## config.mk

```make
export PLATFORM = sky130hd
export DESIGN_NAME = output_port_arbiter_flat
export DESIGN_NICKNAME = d
export VERILOG_FILES = /design/src/rtl/output_port_arbiter_if.sv /design/src/rtl/output_port_arbiter.sv /design/src/flat_wrapper.sv
export SDC_FILE = /design/constraint.sdc
export NUM_CORES = 1
export LEC_CHECK = 0
export ABC_AREA = 1
export BUFFER_PORTS_ARGS = -buffer_cell sky130_fd_sc_hd__buf_4
export CAP_MARGIN = 20
export CORE_AREA = 4 4 45 55
export DETAILED_ROUTE_END_ITERATION = 10
export DIE_AREA = 0 0 49 59
export MAX_ROUTING_LAYER = met4
export PLACE_DENSITY = 0.82
export SYNTH_ARGS = -nofsm -noshare
export SYNTH_HDL_FRONTEND = slang
export SYNTH_SLANG_ARGS = --single-unit
```

## constraint.sdc

```tcl
create_clock -name clk -period 1.8 [get_ports clk]
set_input_delay 0.18 -clock clk [delete_from_list [all_inputs] [get_ports clk]]
set_output_delay 0.18 -clock clk [all_outputs]
set_load 0.02 [all_outputs]
```

## src/rtl/output_port_arbiter_if.sv

```systemverilog
// rtl/output_port_arbiter_if.sv - request/grant/transfer bundle between router datapath and one output-port arbiter
interface output_port_arbiter_if;
    logic [3:0] request_vector_din;
    logic       port_ready_din;
    logic       flit_transfer_din;
    logic [3:0] grant_vector_dout;
    logic [1:0] xbar_sel_dout;
    logic       port_busy_dout;
    logic       timeout_dout;

    // Router side: presents requests and flit activity, observes the grant
    modport master (
        output request_vector_din,
        output port_ready_din,
        output flit_transfer_din,
        input  grant_vector_dout,
        input  xbar_sel_dout,
        input  port_busy_dout,
        input  timeout_dout
    );

    // Arbiter side
    modport slave (
        input  request_vector_din,
        input  port_ready_din,
        input  flit_transfer_din,
        output grant_vector_dout,
        output xbar_sel_dout,
        output port_busy_dout,
        output timeout_dout
    );
endinterface

```

## src/rtl/output_port_arbiter.sv

```systemverilog
// rtl/output_port_arbiter.sv - round-robin output-port arbiter holding a one-hot grant per packet; optional GRANT_TIMEOUT_EN
`ifndef X_POS
`define X_POS 1
`endif

module output_port_arbiter #(
    parameter int PORT_DIR       = `X_POS,
    parameter int PACKET_FLITS   = 5,
    parameter int CNT_WIDTH      = 4,
    parameter int TIMEOUT_CYCLES = 16
) (
    input  logic                  clk,
    input  logic                  reset,
    output_port_arbiter_if.slave  bus
);

    typedef enum logic {S_IDLE = 1'b0, S_ACTIVE = 1'b1} state_t;

    localparam logic [CNT_WIDTH-1:0] LAST_FLIT = CNT_WIDTH'(PACKET_FLITS - 1);

    // Parameter sanity: a bad instance fails at elaboration instead of misbehaving
    if (PACKET_FLITS < 2 || PACKET_FLITS > 15 || (PACKET_FLITS - 1) >= (1 << CNT_WIDTH) ||
        TIMEOUT_CYCLES < 1 || PORT_DIR < 0 || PORT_DIR > 4) begin : g_bad_param
        $error("output_port_arbiter: illegal parameter combination");
    end

    state_t                 r_state;
    logic [3:0]             r_grant;
    logic [1:0]             r_sel;
    logic [1:0]             r_ptr;
    logic [CNT_WIDTH-1:0]   r_cnt;

    state_t                 w_state_nxt;
    logic [3:0]             w_grant_nxt;
    logic [1:0]             w_sel_nxt;
    logic [1:0]             w_ptr_nxt;
    logic [CNT_WIDTH-1:0]   w_cnt_nxt;

    logic                   w_found;
    logic [1:0]             w_winner;
    logic [1:0]             w_idx;

`ifdef GRANT_TIMEOUT_EN
    localparam int                 STALL_W     = $clog2(TIMEOUT_CYCLES + 1);
    localparam logic [STALL_W-1:0] STALL_LAST  = STALL_W'(TIMEOUT_CYCLES - 1);

    logic [STALL_W-1:0]     r_stall;
    logic [STALL_W-1:0]     w_stall_nxt;
    logic                   r_timeout;
    logic                   w_timeout_nxt;
`endif

    // Rotating priority search: first requester at or after the pointer wins
    always_comb begin
        w_found  = 1'b0;
        w_winner = r_ptr;
        w_idx    = r_ptr;
        for (int k = 0; k < 4; k++) begin
            w_idx = r_ptr + 2'(k);
            if (!w_found && bus.request_vector_din[w_idx]) begin
                w_found  = 1'b1;
                w_winner = w_idx;
            end
        end
    end

    // Next-state logic: grant on idle request, count flits, release after the last one
    always_comb begin
        w_state_nxt = r_state;
        w_grant_nxt = r_grant;
        w_sel_nxt   = r_sel;
        w_ptr_nxt   = r_ptr;
        w_cnt_nxt   = r_cnt;
`ifdef GRANT_TIMEOUT_EN
        w_stall_nxt   = r_stall;
        w_timeout_nxt = 1'b0;
`endif
        case (r_state)
            S_IDLE: begin
                if (w_found && bus.port_ready_din) begin
                    w_state_nxt = S_ACTIVE;
                    w_grant_nxt = 4'b0001 << w_winner;
                    w_sel_nxt   = w_winner;
                    w_cnt_nxt   = '0;
`ifdef GRANT_TIMEOUT_EN
                    w_stall_nxt = '0;
`endif
                end
            end
            S_ACTIVE: begin
                if (bus.flit_transfer_din) begin
`ifdef GRANT_TIMEOUT_EN
                    w_stall_nxt = '0;
`endif
                    if (r_cnt == LAST_FLIT) begin
                        w_state_nxt = S_IDLE;
                        w_grant_nxt = 4'b0000;
                        w_cnt_nxt   = '0;
                        w_ptr_nxt   = r_sel + 2'd1;
                    end else begin
                        w_cnt_nxt = r_cnt + 1'b1;
                    end
                end
`ifdef GRANT_TIMEOUT_EN
                else if (r_stall == STALL_LAST) begin
                    // Downstream stuck too long: give the port up like a normal release
                    w_state_nxt   = S_IDLE;
                    w_grant_nxt   = 4'b0000;
                    w_cnt_nxt     = '0;
                    w_ptr_nxt     = r_sel + 2'd1;
                    w_stall_nxt   = '0;
                    w_timeout_nxt = 1'b1;
                end else begin
                    w_stall_nxt = r_stall + 1'b1;
                end
`endif
            end
            default: begin
                w_state_nxt = S_IDLE;
                w_grant_nxt = 4'b0000;
            end
        endcase
    end

    // State and output registers; reset abandons any packet in flight
    always_ff @(posedge clk or posedge reset) begin
        if (reset) begin
            r_state <= S_IDLE;
            r_grant <= 4'b0000;
            r_sel   <= 2'd0;
            r_ptr   <= 2'd0;
            r_cnt   <= '0;
        end else begin
            r_state <= w_state_nxt;
            r_grant <= w_grant_nxt;
            r_sel   <= w_sel_nxt;
            r_ptr   <= w_ptr_nxt;
            r_cnt   <= w_cnt_nxt;
        end
    end

`ifdef GRANT_TIMEOUT_EN
    // Stall counter and one-cycle timeout pulse
    always_ff @(posedge clk or posedge reset) begin
        if (reset) begin
            r_stall   <= '0;
            r_timeout <= 1'b0;
        end else begin
            r_stall   <= w_stall_nxt;
            r_timeout <= w_timeout_nxt;
        end
    end

    assign bus.timeout_dout = r_timeout;
`else
    assign bus.timeout_dout = 1'b0;
`endif

    assign bus.grant_vector_dout = r_grant;
    assign bus.xbar_sel_dout     = r_sel;
    assign bus.port_busy_dout    = (r_state == S_ACTIVE);

endmodule
```

## src/flat_wrapper.sv

```systemverilog
// flat-port wrapper written by rule: the top's interface ports become plain ports
module output_port_arbiter_flat 
#(
    parameter int PORT_DIR       = `X_POS,
    parameter int PACKET_FLITS   = 5,
    parameter int CNT_WIDTH      = 4,
    parameter int TIMEOUT_CYCLES = 16
)
  (clk, reset, bus_request_vector_din, bus_port_ready_din, bus_flit_transfer_din, bus_grant_vector_dout, bus_xbar_sel_dout, bus_port_busy_dout, bus_timeout_dout);
  output_port_arbiter_if bus_i ();
  input  logic clk;
  input  logic reset;
  input wire logic [$bits(bus_i.request_vector_din)-1:0] bus_request_vector_din;
  input wire logic [$bits(bus_i.port_ready_din)-1:0] bus_port_ready_din;
  input wire logic [$bits(bus_i.flit_transfer_din)-1:0] bus_flit_transfer_din;
  output wire logic [$bits(bus_i.grant_vector_dout)-1:0] bus_grant_vector_dout;
  output wire logic [$bits(bus_i.xbar_sel_dout)-1:0] bus_xbar_sel_dout;
  output wire logic [$bits(bus_i.port_busy_dout)-1:0] bus_port_busy_dout;
  output wire logic [$bits(bus_i.timeout_dout)-1:0] bus_timeout_dout;
  assign bus_i.request_vector_din = bus_request_vector_din;
  assign bus_i.port_ready_din = bus_port_ready_din;
  assign bus_i.flit_transfer_din = bus_flit_transfer_din;
  assign bus_grant_vector_dout = bus_i.grant_vector_dout;
  assign bus_xbar_sel_dout = bus_i.xbar_sel_dout;
  assign bus_port_busy_dout = bus_i.port_busy_dout;
  assign bus_timeout_dout = bus_i.timeout_dout;
  output_port_arbiter #(.PORT_DIR(PORT_DIR), .PACKET_FLITS(PACKET_FLITS), .CNT_WIDTH(CNT_WIDTH), .TIMEOUT_CYCLES(TIMEOUT_CYCLES)) u_core (.clk(clk), .reset(reset), .bus(bus_i));
endmodule
```

* Word level (Yosys, flattened, before mapping)
Cells that the tools add are included.
Storage, ports and cells: flip-flop bits (word level) 13, latch bits 0, bits in writable memories 0, memory bits (read-only) 0, input bits 8, output and inout bits 8, word-level logic and storage cells 58, memories kept 0
Cells by class: $add $sub $neg 5, multiply operators 0, div/mod/pow operators 0, order comparisons 4, eq/ne operators 4, shift-type cells 1, multiplexer cells 27, bitwise logic cells 1, reductions and logical operators 11
Operator list (number):
- two-way mux 4 bit | 6
- one-hot mux 4 bit (2 select lines) | 2
- < comparator 2 x 3 -> 1 bit, second input constant | 4
- two-way mux 1 bit | 11
- binary-select mux 1 bit (select 2 bit) | 4
- two-way mux 2 bit | 3
- AND reduction 3 bit | 2
- adder 2 x 1 -> 2 bit, second input constant | 2
- adder 2 bit, second input constant | 2
- adder 4 x 1 -> 4 bit, second input constant | 1
- == test 4 x 3 -> 1 bit, second input constant | 1
- logical AND 1 bit | 4
- inequality test 2 bit, second input constant | 2
- AND reduction 2 bit | 2
- left shift 1 x 2 -> 4 bit, first input constant | 1
- logical NOT 1 bit | 3
- inequality test 2 x 1 -> 1 bit, second input constant | 1
- one-hot mux 1 bit (2 select lines) | 1
- inverter 1 bit | 1

* Longest topological paths before layout
Gate-level depths: netlist of the first run.
depth in word-level cells 15, mapped depth 14, gate-level depth less buffers 13

* Least setup slack after synthesis of the first run
Ideal clock, no wire load.
kind reg2reg, from register u_core.r_ptr[1], to register u_core.r_grant[1], in the netlist u_core.bus.grant_vector_dout[1], setup time 0.116 ns, arrival 1.430 ns, required time 1.684 ns, slack 0.254 ns, cell stages (with the launch flop) 12, buffers on the path 1, clock period less this slack 1.546 ns, path through dfrtp_1 -> buf_4 -> inv_4 -> nand2_1 -> nand2_1 -> nand2_1 -> nand2_2 -> inv_1 -> a31oi_1 -> nor2_1 -> nand2_1 -> nand2_1
On the way: word-level cells in the longest chain between the ends 15, elaborated cells on any way between the ends 30, those cells by class add/sub: 3; eq/ne: 1; shift: 1; mux: 17; reduce/logical: 8
RTL lines:
- start, declared | RTL line output_port_arbiter.sv:30 | logic [1:0] r_ptr;
- start signal, assigned | RTL line output_port_arbiter.sv:137 | r_ptr <= w_ptr_nxt;
- branches (longest 15 deep; another with adder 2 x 1 -> 2 bit)
- end signal, assigned | RTL line output_port_arbiter.sv:135 | r_grant <= w_grant_nxt;
- end, declared | RTL line output_port_arbiter.sv:28 | logic [3:0] r_grant;
Several ways; the timed one is not identified. The select of a mux whose other input is x is not followed. A chain may end at the register's enable or synchronous reset.

* Final worst setup path of the first run
from register u_core.r_ptr[1], to register u_core.r_cnt[1]
On the way: word-level cells in the longest chain between the ends 15, elaborated cells on any way between the ends 24, those cells by class add/sub: 3; eq/ne: 1; mux: 12; reduce/logical: 8
RTL lines:
- branches (longest 11 deep; another with adder 2 x 1 -> 2 bit)
- two-way mux 1 bit (*) | RTL line output_port_arbiter.sv:60 | if (!w_found && bus.request_vector_din[w_idx]) begin
- logical AND 1 bit (*) | RTL line output_port_arbiter.sv:80 | if (w_found && bus.port_ready_din) begin
- inequality test 2 x 1 -> 1 bit (no source line) (*)
- AND reduction 2 bit (no source line) (*)
- end signal, assigned | RTL line output_port_arbiter.sv:138 | r_cnt <= w_cnt_nxt;
- end, declared | RTL line output_port_arbiter.sv:31 | logic [CNT_WIDTH-1:0] r_cnt;
Mark *: on every way between the ends. The select of a mux whose other input is x is not followed.

==> flow_summary.toml, run 1 <==
[min_path]
hp-class = "in -> reg"
hold_path_startpoint = "bus_flit_transfer_din"

[place]
place_congestion = 0.928
dp_slack_ns = 0.0290
port_buffers = 14
dp.cells = 192
hpwl_um = 1760
placedInstanceArea_mm2 = 0.00116

[timing]
fin_ws_ns = 0.102
clock_skew_ns = 0.00167
finalCriticalPeriod_ns = 1.70
slew_viol_final = 0
fmax_ghz = 0.589
fin_crit_sh = 0.943
hold_violations = 0
setup_violations = 0

[detailed_routing]
via_count = 1130
routed_wl_um = 2400
drtPass1Iterations = 4
drt_iter0_markers = 31
vias_per_cell = 5.57
ant_nets = 0
wl_per_cell_um = 11.8
drc = 0

[floorplan]
num_rows = 18
start_util = 0.527
dieArea_mm2 = 0.00289
die_h_um = 59
core_mm2 = 0.00198
die_width_um = 49
ios = 16

[setup_path]
slowest_stage = "dfrtp_2"
cp_common_cell = "nand2_2"
end_kind = "flop"
crit_path_max_fanout = 6
startpoint_type = "flop"
crit_start = "u_core.r_ptr[1]"
crit_type = "reg -> reg"
crit_chain = "buf_4, nand2_1, nand2_2, nand2_1, nand2_4, nor2_4, nand2_2, o21bai_4, nand2_2, o21ai_2"
required_ns = 2.01
rr_startpoint = "u_core.r_ptr[1]"
crit_arrival_ns = 1.91
slowest_delay_ns = 0.46

[pwr]
p_leak_nw = 0.712
switchingPower_mw = 1.32
p_comb_frac = 0.700
p_seq_frac = 0.228
p_int_mw = 1.14
p_per_area_mw_per_mm2 = 1920
sw_frac_of_total = 0.537
finalPower_mw = 2.47
ir_drop_mv = 1.05
clockPowerShare = 0.072

[cts]
cts_buffer_depth = 2
clk_pin_slew_ns = 0.07
numCtsBuffers = 3
clk_latency_ns = 0.28
cts_tree = "yes"
clockRootBuffer = "clkbuf_4"
cts_max_level = 1
cts_sinks = 13

[final_layout]
syn2layout_area_growth_pct = 22.8
fin_area_mm2 = 0.00128
n_antenna_cell = 0
final_core_util = 0.647
layout.nets = 194
stdcell_count = 203
fill_cells = 178
final_layout_size_suffix_gt1_frac = 0.268

[run]
maxCapViolations = 0

[synth]
ys_warn_count = 0
synth.distinct_cells = 23
netlist_area_mm2 = 0.00104
syn_nets = 170
synth_most_common_cell = "nand2_1"
ys_top_cells_by_count = "nand2_1, nand3_1, inv_1, dfrtp_1, nand2_2"
synthTopCellsByArea = "dfrtp_1, nand2_1, nand3_1, inv_1, nand2_2"
ys_ff_latch = 13
synth_edf_count = 0
synth-main-ff-cell = "dfrtp_1"
ys_async_sr_fraction = 1.00
netlist_instances = 160
seq_area_frac_synth = 0.311
yosysTopAreaCellShare = 0.311
syn_avg_cell_area_um2 = 6.53
yosys.area.top_type = "dfrtp_1"

[global_route]
global_route.usage.total = 0.172
grt.overflow.total = 0
antenna_found_initial = 0
grt_start_max_net_pins = 15
grt_pass1_wl_um = 3950
grt_pass1_vias = 931

[outcome]
outcome = "finished, final reports clean"
==> state kept, by name, summed over array words and instances (netlist names) <==
register	cells
u_core.bus.grant_vector_dout	4
u_core.r_ptr	2
u_core.bus.port_busy_dout	1
u_core.bus.xbar_sel_dout	2
u_core.r_cnt	4
==> what timing repair did <==
item,in CTS,in global routing
setup buffers,0,6
hold buffers,1,0
gates resized for setup,0,11
hold endpoints to repair,13,0
setup endpoints to repair,0,11
==> placed cells by master (no fill, tap or decap), drive strengths merged <==
master and n:
clkbuf 4, inv 16, ha 2, nor2 8, a21oi 1, xor2 2
o21ai 6, nand2 79, conb 1, dfrtp 13, o21bai 1, a31oi 2
nand4 4, dlygate4sd3 1, buf 22, o31ai 1, nand3 20
==> worst max-delay path: cells and delay by family (launching register included) <==
kind,cells,cell delay [ns]
simple gates,7,0.70
buf+inv,1,0.16
flops,1,0.46
compound gates,2,0.32
==> routing by layer <==
metal,GRT usage,part of all wire
met1,0.211,0.39
met5,-,0
met4,0.0577,0.032
met3,0.0227,0.067
met2,0.293,0.51
==> final timing paths <==
kind,to,slack (ns),cells after the start
max,u_core.r_cnt[1],0.10,10
min,u_core.r_cnt[1],0.16,3
max reg2reg,u_core.r_cnt[1],0.10,10
min reg2reg,u_core.bus.grant_vector_dout[2],0.48,2
max in group asynchronous,u_core.r_ptr[1],0.96,3
min in group asynchronous,u_core.bus.xbar_sel_dout[0],0.48,3
==> power by group through the flow <==
stage	registers [mW]	logic, mW	clock network [mW]
6_report	0.561	1.73	0.178
5_1_grt	0.580	1.94	0.200
4_1_cts	0.560	1.49	0.180
3_5_place_dp	0.565	1.49	0
3_3_place_gp	0.557	1.47	0
2_1_floorplan	0.598	1.13	0
==> kinds of logic after synthesis <==
logic type / Yosys count / synth area share
compound gates: 11 / 0.0850
xor+xnor: 2 / 0.0168
fa+ha+maj: 2 / 0.0239
buf+inv: 20 / 0.0922
flops: 13 / 0.311
other cells: 1 / 0.00359
simple gates: 111 / 0.467
==> final cells by class <==
cell class	count	area, um2	area share
Sequential cell	13	327	0.255
Clock buffer	4	26.3	0.0205
Timing Repair Buffer	23	179	0.140
Inverter	16	65.1	0.0507
Tap cell	20	25.0	0.0195
Multi-Input combinational cell	127	661	0.515
==> through the flow <==
stage / hold WS [ns] / TNS (ns)
3_3_place_gp: 0.228 / 0
2_1_floorplan: 0.0570 / 0
4_1_cts: 0.171 / 0
6_report: 0.165 / 0
3_5_place_dp: 0.238 / 0
5_1_grt: 0.183 / -0.122
(Power assumes the default switching activity.)
==> run 2, diff against run 1 <==
- CTS_BUF_LIST: not set -> sky130_fd_sc_hd__clkbuf_8 sky130_fd_sc_hd__clkbuf_16
- GPL_TIMING_DRIVEN: not set -> 0
- RECOVER_POWER: not set -> 50
==> run 2 against run 1 <==
- worst setup slack lost 0.0055 ns
- hold slack improved by 0.027 ns
- final cell count up 0.99%
- register-to-register slack about the same
- combinational power grew 6%
- critical path depth increased by 2
- fmax decreased by 0.32%
- via count decreased by 2.5%
- largest power group unchanged
==> flow_summary.toml, run 2 (same netlist as run 1, synthesis figures left out) <==
[floorplan]
num_rows = 18
start_util = 0.527
ios = 16
dieArea_mm2 = 0.00289
core_mm2 = 0.00198
die_width_um = 49
die_h_um = 59

[timing]
max_slew_margin = 0.661
setup_violations = 0
clock_skew_ns = 0.00469
fin_ws_ns = 0.0969
fmax_ghz = 0.587
fin_crit_sh = 0.946
hold_violations = 0
finalCriticalPeriod_ns = 1.70
fin_tns_setup_ns = 0
tightest_slew_ns = 0.508
slew_viol_final = 0

[final_layout]
syn2layout_area_growth_pct = 26.9
fin_area_mm2 = 0.00133
final_layout_size_suffix_gt1_frac = 0.281
regArea_um2 = 327
mostFrequentLayoutCells = "nand2_1, buf_4, nand3_1"
fill_cells = 181
layout.nets = 196
layout_commonest_cell = "nand2_1"
multi_input_area_um2 = 682
n_antenna_cell = 0
stdcell_count = 205

[place]
port_buffers = 14
placedInstanceArea_mm2 = 0.00117
dp.cells = 194
hpwl_um = 1860
place_congestion = 0.848
dp_slack_ns = 0.00777

[detailed_routing]
routed_wl_um = 2590
via_count = 1102
drtPass1Iterations = 4
ant_nets = 0
drc = 0
drt_iter0_markers = 21
vias_per_cell = 5.38
wl_per_cell_um = 12.6

[pwr]
p_int_mw = 1.24
switchingPower_mw = 1.41
ir_drop_mv = 1.04
finalPower_mw = 2.64
p_comb_frac = 0.695
clockPowerShare = 0.098
sw_frac_of_total = 0.531
p_per_area_mw_per_mm2 = 1990
p_seq_frac = 0.206
p_leak_nw = 0.725

[cts]
cts_sinks = 13
clk_latency_ns = 0.25
cts_tree = "yes"
cts_max_level = 1
cts_buffer_depth = 2
clockRootBuffer = "clkbuf_8"
clk_pin_slew_ns = 0.06
numCtsBuffers = 3

[setup_path]
ff2ff_setup_slack_ns = 0.1
crit_path_max_fanout = 10
worst-path-buf-inv = 3
slowest_stage = "dfrtp_2"
crit_family = "simple AND/OR/NAND/NOR gates"
startpoint_type = "flop"
crit_arrival_ns = 1.84
crit_type = "reg -> reg"
slowest_delay_ns = 0.45
end_kind = "flop"
required_ns = 1.94
crit_chain = "inv_2, buf_6, nand2_1, nand3_1, nand2_4, buf_4, nand3_1, nand3_1, nand3_1, nand2_1, nand2_1, nand2_1"

[global_route]
global_route.usage.total = 0.181
grt_start_max_net_pins = 14
grt_pass1_wl_um = 4050
grt_pass1_vias = 981
grt.overflow.total = 0
antenna_found_initial = 0

[run]
maxCapViolations = 0

[min_path]
hp-class = "in -> reg"

[outcome]
outcome = "finished, final reports clean"
run 2: cell count changes in the layout (fill, tap and decap cells not counted), sizes merged:
cell,before,now
buf,22,20
clkbuf,4,7
inv,16,17
run 2: area by class of cell:
type / instances / area share
clock inverter: 1 / 0.00283
sequential: 13 / 0.246
multi-input combinational: 127 / 0.514
timing repair buffer: 21 / 0.112
clock buffer: 3 / 0.0311
inverter: 16 / 0.0491
tap: 20 / 0.0189
buffer: 4 / 0.0255
run 2: worst min-delay path, cell delays in order:
cell     delay (ns)
buf_4          0.09
nand3_1        0.08
o21ai_2        0.06
run 2: timing repair:
item / in CTS / in global routing
resized for setup: 1 / 14
hold endpoints to repair: 13 / 0
hold buffers: 1 / 0
setup buffers: 0 / 6
endpoints found under the setup margin: 4 / 10
pin swaps: 0 / 5
run 2: final timing paths:
kind                                                       from                              end  depth (start not counted)
worst max register to register                  u_core.r_ptr[0]  u_core.bus.grant_vector_dout[3]                         12
max in group asynchronous                                 reset                  u_core.r_ptr[0]                          3
worst min-delay path                      bus_flit_transfer_din                  u_core.r_cnt[1]                          3
worst max-delay path                            u_core.r_ptr[0]  u_core.bus.grant_vector_dout[3]                         12
worst min register to register  u_core.bus.grant_vector_dout[1]  u_core.bus.grant_vector_dout[1]                          2
min in group asynchronous                                 reset                  u_core.r_cnt[1]                          3
run 2: per-layer routing:
layer	routed length [um]	track usage
met5	0	-
met4	62	0.0962
met3	89	0.0151
met2	1440	0.347
met1	995	0.181
run 2: power by group through the flow:
stage               logic [mW]  registers [mW]  clock network, mW
floorplan                 1.13           0.598                  0
global placement          1.50           0.536                  0
detailed placement        1.56           0.544                  0
CTS                       1.58           0.542              0.261
global route              2.03           0.565              0.270
finish                    1.84           0.545              0.260
run 2: stage by stage:
step           hold WS [ns]   util
2_1_floorplan        0.0570      -
3_3_place_gp          0.226  0.593
3_5_place_dp          0.240  0.593
4_1_cts               0.195  0.624
5_1_grt               0.227  0.669
6_report              0.191  0.669
==> run 3, diff against run 2 <==
- ABC_AREA: 1 -> not set
- CORE_AREA: 4 4 45 55 -> 2 2 42 44
- DIE_AREA: 0 0 49 59 -> 0 0 44 46
- PLACE_DENSITY: 0.82 -> 0.79
- SETUP_SLACK_MARGIN: not set -> 0.05
==> run 3 against run 2 <==
- wire length decreased by 42%
- clock skew decreased by 0.0036 ns
- worst setup slack improved by 0.16 ns
- area after synthesis decreased by 28%
- largest power group unchanged
- die area decreased by 30%
- largest cell class unchanged
==> flow_summary.toml, run 3 <==
[cts]
cts_max_level = 1
clockRootBuffer = "clkbuf_8"
clk_latency_ns = 0.24
cts_buffer_depth = 2
cts_tree = "yes"
numCtsBuffers = 3
cts_sinks = 13
clk_pin_slew_ns = 0.05

[global_route]
global_route.usage.total = 0.154
grt_pass1_wl_um = 2210
antenna_found_initial = 0
grt.overflow.total = 0
grt_start_max_net_pins = 14
grt_pass1_vias = 526

[timing]
rsz0062_at_grt = "false"
fmax_ghz = 0.650
hold_violations = 0
fin_tns_setup_ns = 0
hold_ws_ns = 0.219
slew_viol_final = 0
fin_ws_ns = 0.262
fin_crit_sh = 0.855
setup_violations = 0
clock_skew_ns = 0.00114
finalCriticalPeriod_ns = 1.54

[synth]
seq_area_frac_synth = 0.433
synth_most_common_cell = "dfrtp_1"
ys_top_cells_by_count = "dfrtp_1, inv_1, a21oi_1, nand3_1, nand2_1"
yosysTopAreaCellShare = 0.433
ys_warn_count = 0
ys_ff_latch = 13
synth.distinct_cells = 31
syn_avg_cell_area_um2 = 10.1
yosys.area.top_type = "dfrtp_1"
netlist_area_um2 = 751
ys_async_sr_fraction = 1.00
synth_edf_count = 0
netlist_instances = 74
syn_nets = 84
synth-main-ff-cell = "dfrtp_1"
synthTopCellsByArea = "dfrtp_1, a21oi_1, a2111oi_4, inv_1, ha_1"

[min_path]
hold_depth = 3
hp-class = "in -> reg"

[pwr]
ir_drop_mv = 0.700
finalPower_mw = 1.35
p_leak_nw = 0.442
p_per_area_mw_per_mm2 = 1450

[place]
placedInstanceArea_um2 = 877
hpwl_um = 1100
dp.cells = 105
port_buffers = 14
dp_slack_ns = 0.186
place_congestion = 0.818

[final_layout]
stdcell_count = 110
multi_input_area_um2 = 382
syn2layout_area_growth_pct = 23.3
mostFrequentLayoutCells = "dfrtp_1, buf_4, inv_1"
layout_commonest_cell = "dfrtp_1"
n_antenna_cell = 0
fin_area_um2 = 926
fill_cells = 143
layout.nets = 104
final_layout_size_suffix_gt1_frac = 0.247
regArea_um2 = 325
final_core_util = 0.574

[detailed_routing]
vias_per_cell = 5.77
routed_wl_um = 1500
drt_iter0_markers = 7
via_count = 635
drtPass1Iterations = 4
drc = 0
wl_per_cell_um = 13.6
ant_nets = 0

[floorplan]
start_util = 0.465
die_h_um = 46
die_width_um = 44
dieArea_mm2 = 0.00202
core_mm2 = 0.00161
num_rows = 15
ios = 16

[setup_path]
reg2reg_depth = 5
required_ns = 1.92
end_kind = "flop"
crit_arrival_ns = 1.66
startpoint_type = "flop"
crit_type = "reg -> reg"
crit_path_max_fanout = 9

[run]
maxCapViolations = 0

[outcome]
outcome = "finished, final reports clean"
==> run 3: cell count changes after synthesis, moves of 3 or more <==
cell	change
nor3_1	+3
nand2_2	-8
inv_1	-7
nor2b_1	+3
nand3_1	-15
nor2_1	-3
o21ai_2	-4
nand2_1	-67
a21oi_1	+5
==> run 3: timing repair <==
item                                    CTS  global route
endpoints found under the hold margin    13             0
endpoints found under the setup margin    0             1
hold buffers                              1             0
buffers inserted                          0             0
gates resized for setup                   0             1
==> run 3: power breakdown <==
group          leakage [nW]  total, mW  internal, mW  switching, mW
clock network        0.0269      0.248         0.150         0.0974
logic                 0.256      0.563         0.256          0.307
registers             0.159      0.535         0.408          0.127
==> run 3: cell families after synthesis <==
kind of cell | synth area share
AOI/OAI and AO/OA | 0.253
xor gates and xnor gates | 0.0117
adders and majority gates | 0.0333
buffers and inverters | 0.0650
DFF | 0.433
muxes | 0.0267
other | 0.00500
and+or+nand+nor | 0.172
==> run 3: cell type report <==
type | instances | area share
Tap cell | 17 | 0.0230
Clock inverter | 1 | 0.00405
Inverter | 7 | 0.0284
Clock buffer | 3 | 0.0446
Sequential cell | 13 | 0.351
Buffer | 2 | 0.0243
Multi-Input combinational cell | 52 | 0.412
Timing Repair Buffer | 15 | 0.112
==> run 3: worst max-delay path, cell delays in order, from the launching register on <==
cell	delay, ns
dfrtp_1	0.44
inv_1	0.08
ha_1	0.18
and3b_1	0.21
nand3_2	0.19
a32o_1	0.32
==> run 3: final timing paths <==
| path | start | to | slack (ns) |
|---|---|---|---|
| min in group asynchronous | reset | u_core.r_cnt[2] | 0.52 |
| worst min-delay path | bus_port_ready_din | u_core.bus.port_busy_dout | 0.22 |
| worst max register to register | u_core.r_cnt[0] | u_core.bus.grant_vector_dout[0] | 0.26 |
| worst max-delay path | u_core.r_cnt[0] | u_core.bus.grant_vector_dout[0] | 0.26 |
| max in group asynchronous | reset | u_core.r_ptr[1] | 0.95 |
| worst min register to register | u_core.r_cnt[3] | u_core.r_cnt[3] | 0.49 |
==> run 3: per-layer routing <==
metal | wire [um] | vias up | share of wire | track usage
met2 | 695 | 21 | 0.46 | 0.226
met4 | 35 | 0 | 0.023 | 0.0909
met3 | 70 | 5 | 0.047 | 0.0278
li1 | - | 309 | - | -
met5 | 0 | - | 0 | -
met1 | 694 | 300 | 0.46 | 0.198
